File: src/rtl/arm_decode_stage_if.sv
// Fetch-side and decode-side bus of arm_decode_stage.
// Optional stat_* signals exist only when DECODE_STATS_EN is defined.
interface arm_decode_stage_if #(
  parameter int OFF_W  = 32,
  parameter int STAT_W = 16
);
  logic             in_valid;
  logic             in_ready;
  logic [31:0]      instruction;
  logic             out_valid;
  logic             out_ready;
  logic [2:0]       fmt;
  logic [3:0]       opcode;
  logic             s_bit;
  logic [3:0]       ra;
  logic [3:0]       rc;
  logic [3:0]       rb;
  logic [3:0]       rotate_imm;
  logic [7:0]       immediate;
  logic [1:0]       shift;
  logic [4:0]       shift_imm;
  logic [4:0]       ls_pubwl;
  logic [11:0]      imm12;
  logic             link;
  logic [OFF_W-1:0] branch_off;
  logic             sel;
  logic             shifter_en;
  logic             rotator_en;
  logic             registerFile_en;
  logic             illegal;
`ifdef DECODE_STATS_EN
  logic [STAT_W-1:0] stat_retired;
  logic [STAT_W-1:0] stat_illegal;
`endif

  modport master (
`ifdef DECODE_STATS_EN
    input  stat_retired, stat_illegal,
`endif
    output in_valid, instruction, out_ready,
    input  in_ready, out_valid, fmt, opcode,
    input  s_bit, ra, rc, rb, rotate_imm,
    input  immediate, shift, shift_imm,
    input  ls_pubwl, imm12, link, branch_off,
    input  sel, shifter_en, rotator_en,
    input  registerFile_en, illegal
  );

  modport slave (
`ifdef DECODE_STATS_EN
    output stat_retired, stat_illegal,
`endif
    input  in_valid, instruction, out_ready,
    output in_ready, out_valid, fmt, opcode,
    output s_bit, ra, rc, rb, rotate_imm,
    output immediate, shift, shift_imm,
    output ls_pubwl, imm12, link, branch_off,
    output sel, shifter_en, rotator_en,
    output registerFile_en, illegal
  );
endinterface

File: src/rtl/arm_decode_stage.sv
// Registered ARM decode stage with 2-entry skid buffer and flush.
// Define DECODE_STATS_EN to add saturating retired/illegal counters.
module arm_decode_stage #(
  parameter int OFF_W  = 32,
  parameter int STAT_W = 16
) (
  input logic               clk,
  input logic               rst_n,
  input logic               flush,
  arm_decode_stage_if.slave bus
);

  typedef struct packed {
    logic [31:0] word;
    logic        sel;
    logic        shifter_en;
    logic        rotator_en;
    logic        rf_n;
    logic        illegal;
  } entry_t;

  localparam entry_t RST = '{
    word: 32'd0, sel: 1'b0, shifter_en: 1'b0,
    rotator_en: 1'b0, rf_n: 1'b1, illegal: 1'b0
  };

  function automatic entry_t decode(
    input logic [31:0] w
  );
    entry_t     e;
    logic [2:0] f;
    f = w[27:25];
    e = RST;
    e.word = w;
    unique case (1'b1)
      f == 3'b000: begin
        e.sel        = 1'b1;
        e.shifter_en = 1'b1;
        e.rf_n       = 1'b0;
      end
      f == 3'b001: begin
        e.rotator_en = 1'b1;
        e.rf_n       = 1'b0;
      end
      f == 3'b010: e.rf_n = 1'b0;
      f == 3'b011: begin
        e.sel        = 1'b1;
        e.shifter_en = 1'b1;
        e.rf_n       = 1'b0;
      end
      f == 3'b101: e.rf_n = !w[24];
      default:     e.illegal = 1'b1;
    endcase
    return e;
  endfunction

  entry_t out_q;
  entry_t skid_q;
  entry_t dec;
  logic   out_v;
  logic   skid_v;
  logic   accept;
  logic   drain;
  logic   xfer;

  assign dec    = decode(bus.instruction);
  assign accept = bus.in_valid & !skid_v;
  assign drain  = !out_v | bus.out_ready;
  assign xfer   = out_v & bus.out_ready;

  always_ff @(posedge clk or negedge rst_n) begin
    if (!rst_n) begin
      out_q  <= RST;
      skid_q <= RST;
      out_v  <= 1'b0;
      skid_v <= 1'b0;
    end else if (flush) begin
      out_v  <= 1'b0;
      skid_v <= 1'b0;
    end else if (drain) begin
      if (skid_v) begin
        out_q  <= skid_q;
        out_v  <= 1'b1;
        skid_v <= accept;
        if (accept) skid_q <= dec;
      end else begin
        out_v <= accept;
        if (accept) out_q <= dec;
      end
    end else if (accept) begin
      skid_q <= dec;
      skid_v <= 1'b1;
    end
  end

  logic [31:0] w;
  logic [31:0] off_full;

  assign w        = out_q.word;
  assign off_full = {{6{w[23]}}, w[23:0], 2'b00};

  assign bus.in_ready        = !skid_v;
  assign bus.out_valid       = out_v;
  assign bus.fmt             = w[27:25];
  assign bus.opcode          = w[24:21];
  assign bus.s_bit           = w[20];
  assign bus.ra              = w[19:16];
  assign bus.rc              = w[15:12];
  assign bus.rb              = w[3:0];
  assign bus.rotate_imm      = w[11:8];
  assign bus.immediate       = w[7:0];
  assign bus.shift           = w[6:5];
  assign bus.shift_imm       = w[11:7];
  assign bus.ls_pubwl        = w[24:20];
  assign bus.imm12           = w[11:0];
  assign bus.link            = w[24];
  assign bus.branch_off      = off_full[OFF_W-1:0];
  assign bus.sel             = out_q.sel;
  assign bus.shifter_en      = out_q.shifter_en;
  assign bus.rotator_en      = out_q.rotator_en;
  assign bus.registerFile_en = out_q.rf_n;
  assign bus.illegal         = out_q.illegal;

  logic unused_bits;
  assign unused_bits = ^{w[31:28], off_full};

`ifdef DECODE_STATS_EN
  logic [STAT_W-1:0] ret_q;
  logic [STAT_W-1:0] ill_q;

  // Counters saturate and deliberately ignore flush.
  always_ff @(posedge clk or negedge rst_n) begin
    if (!rst_n) begin
      ret_q <= '0;
      ill_q <= '0;
    end else if (xfer) begin
      if (ret_q != '1) ret_q <= ret_q + 1'b1;
      if (out_q.illegal && ill_q != '1)
        ill_q <= ill_q + 1'b1;
    end
  end

  assign bus.stat_retired = ret_q;
  assign bus.stat_illegal = ill_q;
`else
  logic unused_xfer;
  logic [STAT_W-1:0] unused_stat;
  assign unused_xfer = xfer;
  assign unused_stat = '0;
`endif

endmodule

File: src/flat_wrapper.sv
// flat-port wrapper written by rule: the top's interface ports become plain ports
module arm_decode_stage_flat 
#(
  parameter int OFF_W  = 32,
  parameter int STAT_W = 16
)
  (clk, rst_n, flush, bus_in_valid, bus_instruction, bus_out_ready, bus_in_ready, bus_out_valid, bus_fmt, bus_opcode, bus_s_bit, bus_ra, bus_rc, bus_rb, bus_rotate_imm, bus_immediate, bus_shift, bus_shift_imm, bus_ls_pubwl, bus_imm12, bus_link, bus_branch_off, bus_sel, bus_shifter_en, bus_rotator_en, bus_registerFile_en, bus_illegal);
  arm_decode_stage_if #(.OFF_W(OFF_W), .STAT_W(STAT_W)) bus_i ();
  input logic clk;
  input logic rst_n;
  input logic flush;
  input wire logic [$bits(bus_i.in_valid)-1:0] bus_in_valid;
  input wire logic [$bits(bus_i.instruction)-1:0] bus_instruction;
  input wire logic [$bits(bus_i.out_ready)-1:0] bus_out_ready;
  output wire logic [$bits(bus_i.in_ready)-1:0] bus_in_ready;
  output wire logic [$bits(bus_i.out_valid)-1:0] bus_out_valid;
  output wire logic [$bits(bus_i.fmt)-1:0] bus_fmt;
  output wire logic [$bits(bus_i.opcode)-1:0] bus_opcode;
  output wire logic [$bits(bus_i.s_bit)-1:0] bus_s_bit;
  output wire logic [$bits(bus_i.ra)-1:0] bus_ra;
  output wire logic [$bits(bus_i.rc)-1:0] bus_rc;
  output wire logic [$bits(bus_i.rb)-1:0] bus_rb;
  output wire logic [$bits(bus_i.rotate_imm)-1:0] bus_rotate_imm;
  output wire logic [$bits(bus_i.immediate)-1:0] bus_immediate;
  output wire logic [$bits(bus_i.shift)-1:0] bus_shift;
  output wire logic [$bits(bus_i.shift_imm)-1:0] bus_shift_imm;
  output wire logic [$bits(bus_i.ls_pubwl)-1:0] bus_ls_pubwl;
  output wire logic [$bits(bus_i.imm12)-1:0] bus_imm12;
  output wire logic [$bits(bus_i.link)-1:0] bus_link;
  output wire logic [$bits(bus_i.branch_off)-1:0] bus_branch_off;
  output wire logic [$bits(bus_i.sel)-1:0] bus_sel;
  output wire logic [$bits(bus_i.shifter_en)-1:0] bus_shifter_en;
  output wire logic [$bits(bus_i.rotator_en)-1:0] bus_rotator_en;
  output wire logic [$bits(bus_i.registerFile_en)-1:0] bus_registerFile_en;
  output wire logic [$bits(bus_i.illegal)-1:0] bus_illegal;
  assign bus_i.in_valid = bus_in_valid;
  assign bus_i.instruction = bus_instruction;
  assign bus_i.out_ready = bus_out_ready;
  assign bus_in_ready = bus_i.in_ready;
  assign bus_out_valid = bus_i.out_valid;
  assign bus_fmt = bus_i.fmt;
  assign bus_opcode = bus_i.opcode;
  assign bus_s_bit = bus_i.s_bit;
  assign bus_ra = bus_i.ra;
  assign bus_rc = bus_i.rc;
  assign bus_rb = bus_i.rb;
  assign bus_rotate_imm = bus_i.rotate_imm;
  assign bus_immediate = bus_i.immediate;
  assign bus_shift = bus_i.shift;
  assign bus_shift_imm = bus_i.shift_imm;
  assign bus_ls_pubwl = bus_i.ls_pubwl;
  assign bus_imm12 = bus_i.imm12;
  assign bus_link = bus_i.link;
  assign bus_branch_off = bus_i.branch_off;
  assign bus_sel = bus_i.sel;
  assign bus_shifter_en = bus_i.shifter_en;
  assign bus_rotator_en = bus_i.rotator_en;
  assign bus_registerFile_en = bus_i.registerFile_en;
  assign bus_illegal = bus_i.illegal;
  arm_decode_stage #(.OFF_W(OFF_W), .STAT_W(STAT_W)) u_core (.clk(clk), .rst_n(rst_n), .flush(flush), .bus(bus_i));
endmodule
File: config.mk
export PLATFORM = sky130hd
export DESIGN_NAME = arm_decode_stage_flat
export DESIGN_NICKNAME = d
export VERILOG_FILES = /design/src/rtl/arm_decode_stage_if.sv /design/src/rtl/arm_decode_stage.sv /design/src/flat_wrapper.sv
export SDC_FILE = /design/constraint.sdc
export NUM_CORES = 1
export LEC_CHECK = 0
export BUFFER_PORTS_ARGS = -buffer_cell sky130_fd_sc_hd__buf_2
export CELL_PAD_IN_SITES_DETAIL_PLACEMENT = 0
export CELL_PAD_IN_SITES_GLOBAL_PLACEMENT = 1
export CORE_MARGIN = 8
export CORE_UTILIZATION = 36
export CTS_CLUSTER_SIZE = 28
export DETAILED_ROUTE_END_ITERATION = 16
export GPL_TIMING_DRIVEN = 0
export PLACE_DENSITY_LB_ADDON = 0.1
export SLEW_MARGIN = 40
export SYNTH_ARGS = -nofsm -noshare
export SYNTH_HDL_FRONTEND = slang
export SYNTH_SLANG_ARGS = --single-unit
export TNS_END_PERCENT = 100
File: constraint.sdc
create_clock -name clk -period 1.3 [get_ports clk]
set_input_delay 0.26 -clock clk [delete_from_list [all_inputs] [get_ports clk]]
set_output_delay 0.26 -clock clk [all_outputs]
set_load 0.05 [all_outputs]
Word-level counts from Yosys, hierarchy flattened
Index checks and enable logic that the tools add are counted.
{"block": "classes", "eq_ne": 5, "mux": 16, "bitwise": 3, "reduce_logical": 12}
{"op": "2-to-1 mux 37 bit", "n": 3}
{"op": "2-to-1 mux 33 bit", "n": 2}
{"op": "2-to-1 mux 1 bit", "n": 9}
{"op": "== test 3 x 2 -> 1 bit, second input constant", "n": 2}
{"op": "OR reduction 5 bit", "n": 1}
{"op": "nonzero test 2 bit", "n": 2}
{"op": "OR reduction 4 bit", "n": 1}
{"op": "== test 3 x 1 -> 1 bit, second input constant", "n": 1}
{"op": "== test 3 bit, second input constant", "n": 1}
{"op": "logical NOT 1 bit", "n": 3}
{"op": "logical NOT 3 bit", "n": 1}
{"op": "AND reduction 3 bit", "n": 1}
{"op": "nonzero test 3 bit", "n": 1}
{"op": "2-to-1 mux 2 bit", "n": 1}
{"op": "!= test 2 x 1 -> 1 bit, second input constant", "n": 1}
{"op": "case mux 1 bit (2 select lines)", "n": 1}
{"op": "AND reduction 2 bit", "n": 1}
{"op": "OR reduction 2 bit", "n": 1}
{"op": "bitwise AND 1 bit", "n": 1}
{"op": "NOT 1 bit", "n": 1}
{"op": "OR 1 bit", "n": 1}
{"block": "totals", "reg_bits": 72, "inputBits": 37, "output_inout_bits": 96}

Logic depth before layout (Yosys ltp)
Gate-level depths: netlist (run 1).
{"block": "logic_depth", "depth_word": 6, "mapped_depth": 5, "ltp_nobuf": 3}

Worst setup path after synthesis (run 1)
No wires, ideal clock.
{"block": "synth_timing", "path_type": "reg-to-reg", "startpoint": "register u_core.out_v, in the netlist u_core.bus.out_valid", "endpoint": "register u_core.out_q, in the netlist u_core.w[23]", "setup_ps": 125, "arrival_ps": 1523, "setup_slack_ps": -348, "stages_incl_launch_ff": 5, "synth_period_minus_slack_ps": 1648, "cell_sequence": "dfrtp_1 -> and2b_2 -> nor2_4 -> buf_6 -> mux2_4"}
{"block": "synth_between", "elab_chain_len": 3}
{"item": "from (decl)", "line_no": "arm_decode_stage.sv:60", "rtl": "logic out_v;"}
{"item": "from (signal assigned)", "line_no": "arm_decode_stage.sv:87", "rtl": "out_v <= accept;"}
{"item": "logical NOT 1 bit", "line_no": "arm_decode_stage.sv:68", "rtl": "assign drain = !out_v | bus.out_ready;"}
{"item": "OR 1 bit", "line_no": "arm_decode_stage.sv:68"}
{"item": "AND reduction 3 bit (no source line)"}
{"item": "to (signal assigned)", "line_no": "arm_decode_stage.sv:82", "rtl": "out_q <= skid_q;"}
{"item": "to (decl)", "line_no": "arm_decode_stage.sv:57", "rtl": "entry_t out_q;"}
Every way passes these cells.
A chain may end at the register's enable or synchronous reset.

Worst setup path in the final report (run 1)
{"block": "layout_timing", "startpoint": "register u_core.skid_v", "endpoint": "register u_core.skid_q[17] (netlist name)"}
{"block": "layout_between", "elab_chain_len": 5}
{"item": "from (decl)", "line_no": "arm_decode_stage.sv:61", "rtl": "logic skid_v;"}
{"item": "from (signal assigned)", "line_no": "arm_decode_stage.sv:84", "rtl": "skid_v <= accept;"}
{"item": "logical NOT 1 bit", "line_no": "arm_decode_stage.sv:67", "rtl": "assign accept = bus.in_valid & !skid_v;"}
{"item": "bitwise AND 1 bit", "line_no": "arm_decode_stage.sv:67"}
{"item": "2-to-1 mux 37 bit (3 in series)"}
{"item": "to (signal assigned)", "line_no": "arm_decode_stage.sv:74", "rtl": "skid_q <= RST;"}
{"item": "to (signal assigned)", "line_no": "arm_decode_stage.sv:85", "rtl": "if (accept) skid_q <= dec;"}
{"item": "to (signal assigned)", "line_no": "arm_decode_stage.sv:91", "rtl": "skid_q <= dec;"}
{"item": "to (decl)", "line_no": "arm_decode_stage.sv:58", "rtl": "entry_t skid_q;"}
Parallel ways exist; a longest one is shown, timed or not. The select of a mux whose other input is x is not followed.

==> impl_summary.md, run 1 <==
Clocking
The CTS tree is yes. Counting every sink on the clock net gives 66. Counting along the longest clock path gives a buffer depth of 2. Clock latency on the worst-skew pair, taken at its later pin, is around 0.34 ns. The clock-pin transition on the worst setup and hold timing paths is ~0.08 ns. In this run the clock root is driven by a sky130_fd_sc_hd__clkbuf_8. The number of clock buffers inserted by TritonCTS is 9. The clock tree synthesis step divided the H-tree into 3 levels.

Job
Across the run, the number of max-cap violations was 0.

Logic synthesis
In the synthesized netlist, the number of instances is 259. The largest total area in the synthesized netlist belongs to sky130_fd_sc_hd__dfrtp_1. A synthesized cell averages roughly 14 sq um. In this run the cell area of the synthesized design comes to 3660 sq um. The most instantiated flip-flop cell in the synthesis netlist is sky130_fd_sc_hd__dfrtp_1.

The fraction of the yosys area taken by sequential cells is between 40% and 50%. The commonest cells after synthesis are sky130_fd_sc_hd__dfrtp_1 (64), sky130_fd_sc_hd__buf_4 (62), sky130_fd_sc_hd__mux2_4 (58). In this run, synthesis inferred 0 flip-flops with an integrated enable. Yosys printed 0 warnings.

The number of different library cells used by synthesis comes to 25. Yosys attributes the largest share of cell area to sky130_fd_sc_hd__dfrtp_1 (44%), sky130_fd_sc_hd__mux2_4 (24%), sky130_fd_sc_hd__buf_4 (13%), sky130_fd_sc_hd__mux2_2 (9.2%), sky130_fd_sc_hd__buf_6 (3.1%). The portion of synthesized cell area occupied by the leading cell type is a little over two fifths.

Counting flops and latches in the post-synthesis netlist gives 66. Counting flops with an async set or reset pin after synthesis yields a share of 100%. The library cell with the highest instance count after synthesis is sky130_fd_sc_hd__dfrtp_1.

Detailed routing
The routed layout has 2,471 vias. Routed signal wires occupy layers up through met4. In the detailed route, the total length drawn on met2 is 4290 um.

The remaining antenna violation count is 0. The number of vias per cell is 4.34. The post-route DRC violation count is 0.

For this block, the routed nets add up to roughly 8900 um of wire. In the final routing, the length of wire on met1 measures between 3000 and 4000 um. The total iterations of the first detailed-routing run is 4. The routed design uses around 670 um of met3 wire. The detailed-route wire length per cell is 15.7 um. In this run, the number of DRC markers left after iteration 0 of detailed routing was 69.

STA
The setup slack of the critical path after layout is -0.204 ns. The number of hold-slack violations in the final timing report is 0. Setup repair after global routing could not meet its margin everywhere. Between clock sinks in the finished design, the worst skew comes to roughly 0.0088 ns. The period utilization is 116%.

The worst hold-check slack is 0.129 ns. The clock period minus final worst setup slack is approximately 1.5 ns. The highest attainable clock frequency is roughly 660 MHz. Setup violations remaining at the end of the flow were counted as between 100 and 150. The number of pins exceeding their max-slew limit in the final report is 0.

Worst hold path
The path class of the tightest hold or removal check is input pin to flip-flop.

Placement
Including well taps, the total number of placed cells is 523. The standard cell area after detailed placement is ~4500 sq um. Summed over all nets, the half-perimeter wirelength after detailed placement is slightly below 6000 um. The final estimated routing congestion in global placement is slightly below 0.7. At the placement stage, the worst setup path has a slack of -0.213 ns. In this run the tool buffered the top-level ports with 126 buffer cells.

Worst setup path
In this run the worst path has a maximum fanout of 10. The required time of the critical path is roughly 1.5 ns. The critical path is of the flip-flop to flip-flop type.

The signal on the critical path passes through buf_8 -> buf_12 -> nor2_4 -> nand3_4 -> buf_12 -> mux2_4. STA classifies the critical path startpoint as a flip-flop. The critical path's slowest cell is sky130_fd_sc_hd__dfrtp_1. The endpoint type of the worst setup path is a flip-flop. Data arrives at the worst endpoint at between 1.5 and 2 ns. Among the stages of the critical path, the cell type that occurs most often is sky130_fd_sc_hd__buf_12. The largest single stage delay on the critical path is between 0.3 and 0.4 ns.

Layout
The final net count is around 470. The post-route cell area is ~6000 sq um. The post-route netlist has between 80% and 90% of its cells at a drive strength greater than 1. The count of cells in the finished layout, fillers not included, comes to between 500 and 600. The count of inserted antenna diode cells is 0. From synthesis to final layout, the design area changed by 64.4%.

Floorplan
For this design the top-level I/O count stands at approximately 130. From left edge to right edge, the die measures between 100 and 150 um. The floorplan has 37 rows. The die height is 117 um.

The starting density of the core is between 30% and 40%. The die covers between 10,000 and 15,000 sq um. The area of the core region is a little over 10,000 sq um.

Power and ir drop
The completed layout was analyzed and its total power is a little over 10 mW. In this run the static leakage power is slightly below 3 nW. Dividing total power by cell area gives a power density of around 1700 nW/um^2.

The worst supply voltage drop on vdd is about 0.89 mV.

GRT
The first-pass GRT wire length is 14,300 um. Across every metal layer, demand over resource in global routing totals 13.6%. The total overflow left after global routing is 0. Entering global routing, the biggest net connects 39 pins. The initial antenna violation count came to 0. The via count of the first global-routing pass is 2,833.

Run status
The flow ran to the end, but the final reports show violations. The final reports fail on setup timing.
worst paths after layout:
| check | from | end | slack (ns) | depth (start not counted) |
|---|---|---|---|---|
| hold reg to reg | u_core.skid_q[11] | u_core.skid_q[11] | 0.51 | 1 |
| setup reg to reg | u_core.skid_v | u_core.skid_q[17] | -0.20 | 6 |
| max in group asynchronous | rst_n | u_core.skid_q[1] | 0.38 | 3 |
| min in group asynchronous | rst_n | u_core.skid_q[21] | 0.36 | 2 |
| setup / recovery | u_core.skid_v | u_core.skid_q[17] | -0.20 | 6 |
| hold / removal | flush | u_core.bus.out_valid | 0.13 | 2 |
cells by family (layout without fill, tap and decap cells):
group | count (synthesis) | count (layout) | synth area share, %
simple gates | 20 | 20 | 3.38
compound gates | 9 | 9 | 2.01
flops | 66 | 66 | 45.1
other cells | 1 | 2 | 0.102
buf+inv | 73 | 246 | 15.9
xor+xnor | 1 | 1 | 0.239
mux | 89 | 89 | 33.3
cell type report:
cell class | instances | area [sq um]
fillers | 834 | 4070
flip-flops and latches | 66 | 1670
repair buffers | 158 | 1660
multi-input cells | 121 | 1460
plain buffers | 71 | 871
well taps | 136 | 170
clock buffers | 13 | 149
clock inverters | 3 | 40.0
inverters | 1 | 7.51
stage by stage:
stage	util, %	TNS, ns
finish	59.7	-12.21
global route	59.7	-17.52
CTS	57.8	-13.88
detailed placement	44.9	-9.56
global placement	44.6	-39.10
floorplan	-	-12.82
state kept, by name (all words and copies together), names as in the netlist:
| name | count |
|---|---|
| u_core.bus.out_valid | 1 |
| u_core.w | 28 |
| u_core.skid_q | 32 |
| u_core.bus.rotator_en | 1 |
| u_core.bus.sel | 1 |
| u_core.skid_v | 1 |
| u_core.bus.registerFile_en | 1 |
| u_core.bus.illegal | 1 |
critical path, delay by kind of cell (launching register included):
| kind | cells | cell delay, ns |
|---|---|---|
| buffers and inverters | 3 | 0.45 |
| flip-flops | 1 | 0.39 |
| multiplexers | 1 | 0.30 |
| AND/OR/NAND/NOR | 2 | 0.24 |
metal layers:
layer / up-vias / GRT usage [%]
li1: 1161 / -
met4: 0 / 5.38
met1: 1224 / 16.4
met3: 11 / 4.36
met2: 75 / 22.0
met5: - / 0
report_power, final:
group	total (mW)	switching [mW]	internal [mW]
Combinational	5.47	2.79	2.68
Sequential	2.89	0.373	2.52
Clock	1.70	0.765	0.936
Total	10.1	3.93	6.13
placed cells by master, fill, tap and decap left out, drive strengths merged:
cell type    instances
a21boi               1
a21oi                2
and2b                1
buf                222
bufinv               1
clkbuf              19
clkinv               2
clkinvlp             1
conb                 2
dfrtp               64
dfstp                2
dlygate4sd3          1
mux2                88
mux2i                1
nand2                7
nand2b               2
nand3                1
nor2                 5
nor2b                2
nor3                 1
nor3b                1
o21ai                2
o21bai               1
o31ai                1
o32a                 2
xor2                 1
what timing repair did:
item | CTS | global route
resized for setup | 278 | 31
pin swaps | 1 | 1
cloned | 0 | 2
setup endpoints to repair | 137 | 129
hold endpoints to repair | 28 | 0
buffers inserted | 24 | 4
hold buffers | 1 | 0
Power figures use the tool's default switching activity.
==> inputs of run 2 (changes only) <==
--- a/constraint.sdc
+++ b/constraint.sdc
@@ -3,2 +3,2 @@
 set_output_delay 0.26 -clock clk [all_outputs]
-set_load 0.05 [all_outputs]
+set_load 0.005 [all_outputs]
==> impl_summary.md, run 2 (synthesis gave the netlist of run 1 again) <==
Power and ir drop
The ratio of total power to cell area is about 1300 nW/um^2. The analysis attributes to cell leakage a power of between 2 and 3 nW. The worst supply voltage drop on vdd is slightly above 0.6 mV.

GRT
The remaining global-route overflow is 0. The initial antenna violation count is 0. The via count of the first global-routing pass is ~2,600. The first global-routing pass estimated between 10,000 and 15,000 um of wire.

In the global route stage, overall resource usage came out at between 10 and 15%. The pin count of the biggest net entering global routing is 37.

STA
The number of hold-slack violations in the final timing report is 0. The number of pins exceeding their max-slew limit in the final report is 0. The worst path uses 115% of the clock period. Derived from the worst setup path, the maximum achievable clock frequency is between 600 and 700 MHz. Across the routed clock network, the largest skew measured is between 0.01 and 0.015 ns. Setup repair after global routing could not meet its margin everywhere. The setup slack of the critical path after layout is -0.196 ns.

The total negative setup slack is -9.83 ns. The worst path in the final design needs a cycle of 1.50 ns, including I/O delays and setup. The final setup violation count is 73. Across all hold checks on the routed design, the worst slack comes to 0.141 ns.

Placement
The worst slack at placement is -0.216 ns. During placement, the flow inserted port buffers numbering 126. The standard cell area after detailed placement is approximately 4500 sq um. Routability-driven placement finished with a final weighted congestion of a little under 0.7. Once detailed placement completed, the half-perimeter wirelength came to 5940 um.

Detailed routing
In the routed design, unresolved DRC markers number 0. The number of vias per cell is 4.25. The count of nets left with antenna violations once routing finished came out at 0. The total routed wirelength is a little under 9000 um.

The total iterations of the first detailed-routing run is 4. The total number of vias is ~2,400. The detailed-route wire length per cell is approximately 16 um.

For this block, the initial DRC count from the detailed router was 50.

Worst setup path
The signal on the critical path passes through buf_8 -> o21bai_4 -> nor2_4 -> buf_12 -> clkbuf_16 -> mux2_4. On the critical path, the stage with the largest delay is an instance of sky130_fd_sc_hd__dfrtp_1. The critical path launch point type is a flip-flop.

The class of the most critical setup path is flip-flop to flip-flop. Along the worst path, the maximum fanout reaches 7. The data arrival at the endpoint of the critical path is ~1.7 ns. For the worst setup path, the data required time is between 1.5 and 2 ns. The worst setup path is captured at a flip-flop. For this run, the slowest stage of the critical path takes just under 0.4 ns.

Run status
The checks that failed: setup timing. The run finished, with violations left.

Worst hold path
The worst min-delay path category is input pin to flip-flop.

Layout
Summing all non-filler instances in the final layout gives an area of roughly 5500 sq um. The final layout contains ~460 nets. The post-route netlist has roughly four fifths of its cells at a drive strength greater than 1. Leaving out fill and tap cells, the most frequent cell in the layout is sky130_fd_sc_hd__buf_2.

The count of inserted antenna diode cells is 0. The register name with the most flops is u_core.skid_q. The register with the most flip-flops in the layout has 32 of them. In the layout the commonest cells are sky130_fd_sc_hd__buf_2 (88), sky130_fd_sc_hd__buf_6 (75), sky130_fd_sc_hd__mux2_4 (60).

The layout overhead on the synthesized area is 50.4%.

Floorplan
From left edge to right edge, the die measures between 100 and 150 um. The die is 117 um tall. The area of the core region is between 10,000 and 15,000 sq um. In this run the count of I/O pins placed on the die edge is 133. The initial utilization of the core area, before any placement, comes to 36.3%. The die footprint is roughly 14,000 sq um. The floorplan has 37 rows.

Clocking
After clock tree synthesis, the clock-pin slew on the worst setup and hold paths is approximately 0.08 ns. The maximum level of the CTS H-tree is 3. Counting along the longest clock path gives a buffer depth of 2. The CTS sink count is 66. The later-pin clock latency in the skew report is 0.33 ns.

The number of clock buffers inserted by TritonCTS is 9. The tree is rooted in a sky130_fd_sc_hd__clkbuf_8. TritonCTS built the clock tree.

Job
Across the run, the number of max-cap violations was 0.
run 2: cell count changes in the layout (fill, tap and decap cells not counted), sizes merged:
| cell | before | now |
|---|---|---|
| buf | 222 | 219 |
| clkbuf | 19 | 16 |
| clkinv | 2 | 4 |
run 2: repair_timing:
| item | 4_1_cts | 5_1_grt |
|---|---|---|
| buffers inserted | 13 | 11 |
| pin swaps | 3 | 4 |
| gates resized for setup | 52 | 54 |
| gates cloned | 2 | 5 |
| hold endpoints to repair | 30 | 0 |
| hold buffers | 1 | 0 |
| setup endpoints to repair | 88 | 109 |
run 2: area by class of cell:
class | count | area [sq um]
plain buffers | 67 | 709
multi-input cells | 121 | 1450
well taps | 136 | 170
repair buffers | 158 | 1300
flip-flops and latches | 66 | 1660
clock inverters | 5 | 52.6
clock buffers | 11 | 151
fillers | 909 | 4580
inverters | 1 | 16.3
run 2: metrics by stage:
step	power, mW	instances	utilization, %
4_1_cts	7.09	555	50.6
2_1_floorplan	4.13	260	-
6_report	7.30	565	54.6
5_1_grt	7.73	565	54.6
3_5_place_dp	4.96	523	44.7
3_3_place_gp	4.91	522	44.5
run 2: path summary, 6_finish.rpt:
check	start	endpoint	slack (ns)	cells past startpoint
worst min-delay path	flush	u_core.bus.out_valid	0.14	2
min in group asynchronous	rst_n	u_core.w[15]	0.36	2
max in group asynchronous	rst_n	u_core.bus.registerFile_en	0.38	3
worst max register to register	u_core.skid_v	u_core.w[22]	-0.20	6
worst min register to register	u_core.skid_q[30]	u_core.skid_q[30]	0.51	1
worst max-delay path	u_core.skid_v	u_core.w[22]	-0.20	6
run 2: critical path: cells and delay by family, from the launching register on:
kind / cells / cell delay (ns)
flip-flops: 1 / 0.39
multiplexers: 1 / 0.29
AND/OR/NAND/NOR: 1 / 0.06
AO/OA/AOI/OAI: 1 / 0.18
buffers and inverters: 3 / 0.46
run 2: power by group:
group / switching (mW) / leakage, nW / total [mW] / internal [mW]
Sequential: 0.330 / 0.788 / 2.84 / 2.51
Clock: 0.802 / 0.105 / 1.78 / 0.981
Combinational: 0.752 / 1.91 / 2.68 / 1.93
run 2: routing by layer:
metal / track usage (%) / wire (um) / vias to the layer above
met5: 0 / 0 / -
met4: 4.61 / 85 / 0
met3: 3.03 / 536 / 8
met2: 20.2 / 4460 / 66
met1: 16.0 / 3830 / 1181
li1: - / - / 1149
==> inputs of run 3 (changes only) <==
- PLACE_DENSITY_LB_ADDON: 0.1 -> 0.25
==> impl_summary.md, run 3 (synthesis gave the netlist of run 1 again) <==
Detailed routing
The top routing layer in use is met4. The number of vias per cell is about 4.3. After detailed routing, the average wire length per cell comes to approximately 16 um. The total length of routed met3 wires is 618 um. After the first detailed-routing iteration, the DRC count stood at 74. Summed over all layers, the routed wires come to 8750 um.

The amount of wire on met2 after detailed routing is around 4200 um. The length of routed wiring on met1 is approximately 3800 um. The post-route DRC violation count is 0. For this block, the via count after detailed routing is 2,414. The remaining antenna violation count is 0. The total iterations of the first detailed-routing run is 4.

Worst setup path
STA classifies the critical path endpoint as a flip-flop. The cell family contributing the most delay on the critical path is flip-flops. Data on the critical path arrives at its endpoint at between 1.5 and 2 ns. The critical path goes through and2b_2 -> nor2_4 -> buf_4 -> buf_12 -> mux2_4. The critical path contains buffers and inverters numbering 2 combined. In this design, the stage delay of the slowest critical-path cell is just under 0.4 ns. The critical path launch point type is a flip-flop. The largest fanout on the critical path is 10. The required time of the critical path is 1.52 ns. By startpoint and endpoint, the worst setup path is classified as flip-flop to flip-flop. The critical path's slowest cell is sky130_fd_sc_hd__dfrtp_1.

Placement
Input and output buffers added on the ports amount to between 100 and 150. The HPWL after detailed placement is ~6000 um. The placed instance count is 523. The final estimated routing congestion in global placement is between 0.6 and 0.7.

Power and ir drop
The worst supply voltage drop on vdd is between 0.7 and 0.8 mV. The post-route total power is around 7.8 mW. For this design the static power due to leakage is 2.79 nW.

Dividing total power by cell area gives a power density of around 1400 nW/um^2.

Clocking
TritonCTS built the clock tree. CTS built an H-tree with a depth of 3. Clock-pin slew was measured on the worst setup and hold paths at ~0.070 ns. Counting every sink on the clock net gives 66. Clock tree synthesis selected as its root buffer the cell sky130_fd_sc_hd__clkbuf_8. The clock passes through at most 2 buffers. The later-pin clock latency in the skew report is ~0.34 ns. The number of clock buffers inserted by TritonCTS is 9.

STA
Setup violations remaining at the end of the flow were counted as approximately 70. The setup slack of the critical path after layout is -0.145 ns. The period utilization is 111%. On the final layout, the worst clock skew is between 0.007 and 0.008 ns. Setup repair after global routing could not meet its margin everywhere. The number of hold-slack violations in the final timing report is 0. The highest attainable clock frequency is 692 MHz. The number of pins exceeding their max-slew limit in the final report was 0. Subtracting the final worst setup slack from the clock period gives about 1.4 ns. The worst hold-check slack is approximately 0.14 ns.

Floorplan
The starting density of the core is between 30% and 40%. The die footprint is between 10,000 and 15,000 sq um. The number of placed I/O pins is about 130. The die height is 117 um. After floorplanning, the core was divided into 37 placement rows.

The die width is 117 um. The core region is ~10,000 sq um.

GRT
Entering global routing, the biggest net connects 48 pins. The initial antenna violation count was 0. Global routing used about an eighth of the available tracks.

The via count of the first global-routing pass is about 2,500. Global routing finished with a remaining overflow of 0. The first-pass GRT wire length is around 13,000 um.

Layout
The most common library cell in the layout ignoring fill and taps is sky130_fd_sc_hd__buf_6. At the end of the flow, the number of nets in the layout was between 400 and 500. In the layout the commonest cells are sky130_fd_sc_hd__buf_6 (88), sky130_fd_sc_hd__buf_2 (82), sky130_fd_sc_hd__mux2_4 (60).

The flip-flop count of the largest register, all copies and words added is 32. The register name with the most flops is u_core.skid_q. Compared with the post-synthesis result, the final layout area differs by 50.4%.

The post-route non-filler standard cell count is between 500 and 600. Measured on the finished design, the core utilization comes to between 50% and 60%. In the final layout, the share of cells above drive strength 1 is approximately four fifths. The count of inserted antenna diode cells is 0.

Run status
The flow ran to the end, but the final reports show violations. The final reports fail on setup timing.

Job
The tool flagged a number of max-cap violations equal to 0.

Worst hold path
The min-delay analysis places its worst path in the category input pin to flip-flop.
## run 3: cell types whose count changed in the layout (fill, tap and decap cells not counted), moves of 2 or more
cell and delta:
sky130_fd_sc_hd__buf_6 +13, sky130_fd_sc_hd__dfrtp_1 -4, sky130_fd_sc_hd__dfrtp_2 +4, sky130_fd_sc_hd__clkbuf_16 -4
sky130_fd_sc_hd__clkinv_2 -3, sky130_fd_sc_hd__bufinv_16 +2, sky130_fd_sc_hd__buf_2 -6, sky130_fd_sc_hd__buf_12 -4
## run 3: final cells by class
cell class / count / area, sq um
inverter: 1 / 8.76
timing repair buffer: 156 / 1210
tap: 136 / 170
sequential: 66 / 1670
clock inverter: 4 / 97.6
buffer: 68 / 743
clock buffer: 12 / 155
fill: 923 / 4580
multi-input combinational: 121 / 1450
## run 3: what timing repair did
action / in CTS / in global routing
hold endpoints to repair: 19 / 0
resized for setup: 34 / 83
hold buffers: 1 / 0
setup endpoints to repair: 88 / 119
pin swaps: 1 / 4
gates cloned: 1 / 1
buffers inserted: 13 / 14
## run 3: metrics by stage
stage / TNS [ns] / cell area (sq um) / worst slack (ns)
after floorplan: -2.93 / 3690 / -0.0808
after global placement: -35.63 / 4490 / -0.412
after detailed placement: -9.69 / 4520 / -0.216
after CTS: -8.39 / 5050 / -0.181
after global routing: -12.52 / 5510 / -0.208
final: -7.77 / 5510 / -0.145
## run 3: report_power, final
part           internal, mW  leakage [nW]  switching (mW)  total [mW]
combinational          1.99          1.88           0.765        2.76
clock                  1.38         0.123           0.797        2.18
sequential             2.51         0.784           0.343        2.86
total                  5.89          2.79            1.90        7.79
## run 3: metal layers
metal	GRT usage [%]	up-vias
met3	4.16	5
met2	19.4	76
li1	-	1145
met1	15.5	1188
met5	0	-
met4	2.82	0
## run 3: final timing paths
path                                       from                    to  slack [ns]  cells after the start
min in group asynchronous                 rst_n          u_core.w[15]        0.33                      2
hold reg to reg               u_core.skid_q[15]     u_core.skid_q[15]        0.51                      1
setup / recovery           u_core.bus.out_valid           u_core.w[6]       -0.15                      5
setup reg to reg           u_core.bus.out_valid           u_core.w[6]       -0.15                      5
hold / removal                            flush  u_core.bus.out_valid        0.14                      2
max in group asynchronous                 rst_n      u_core.skid_q[1]        0.43                      3
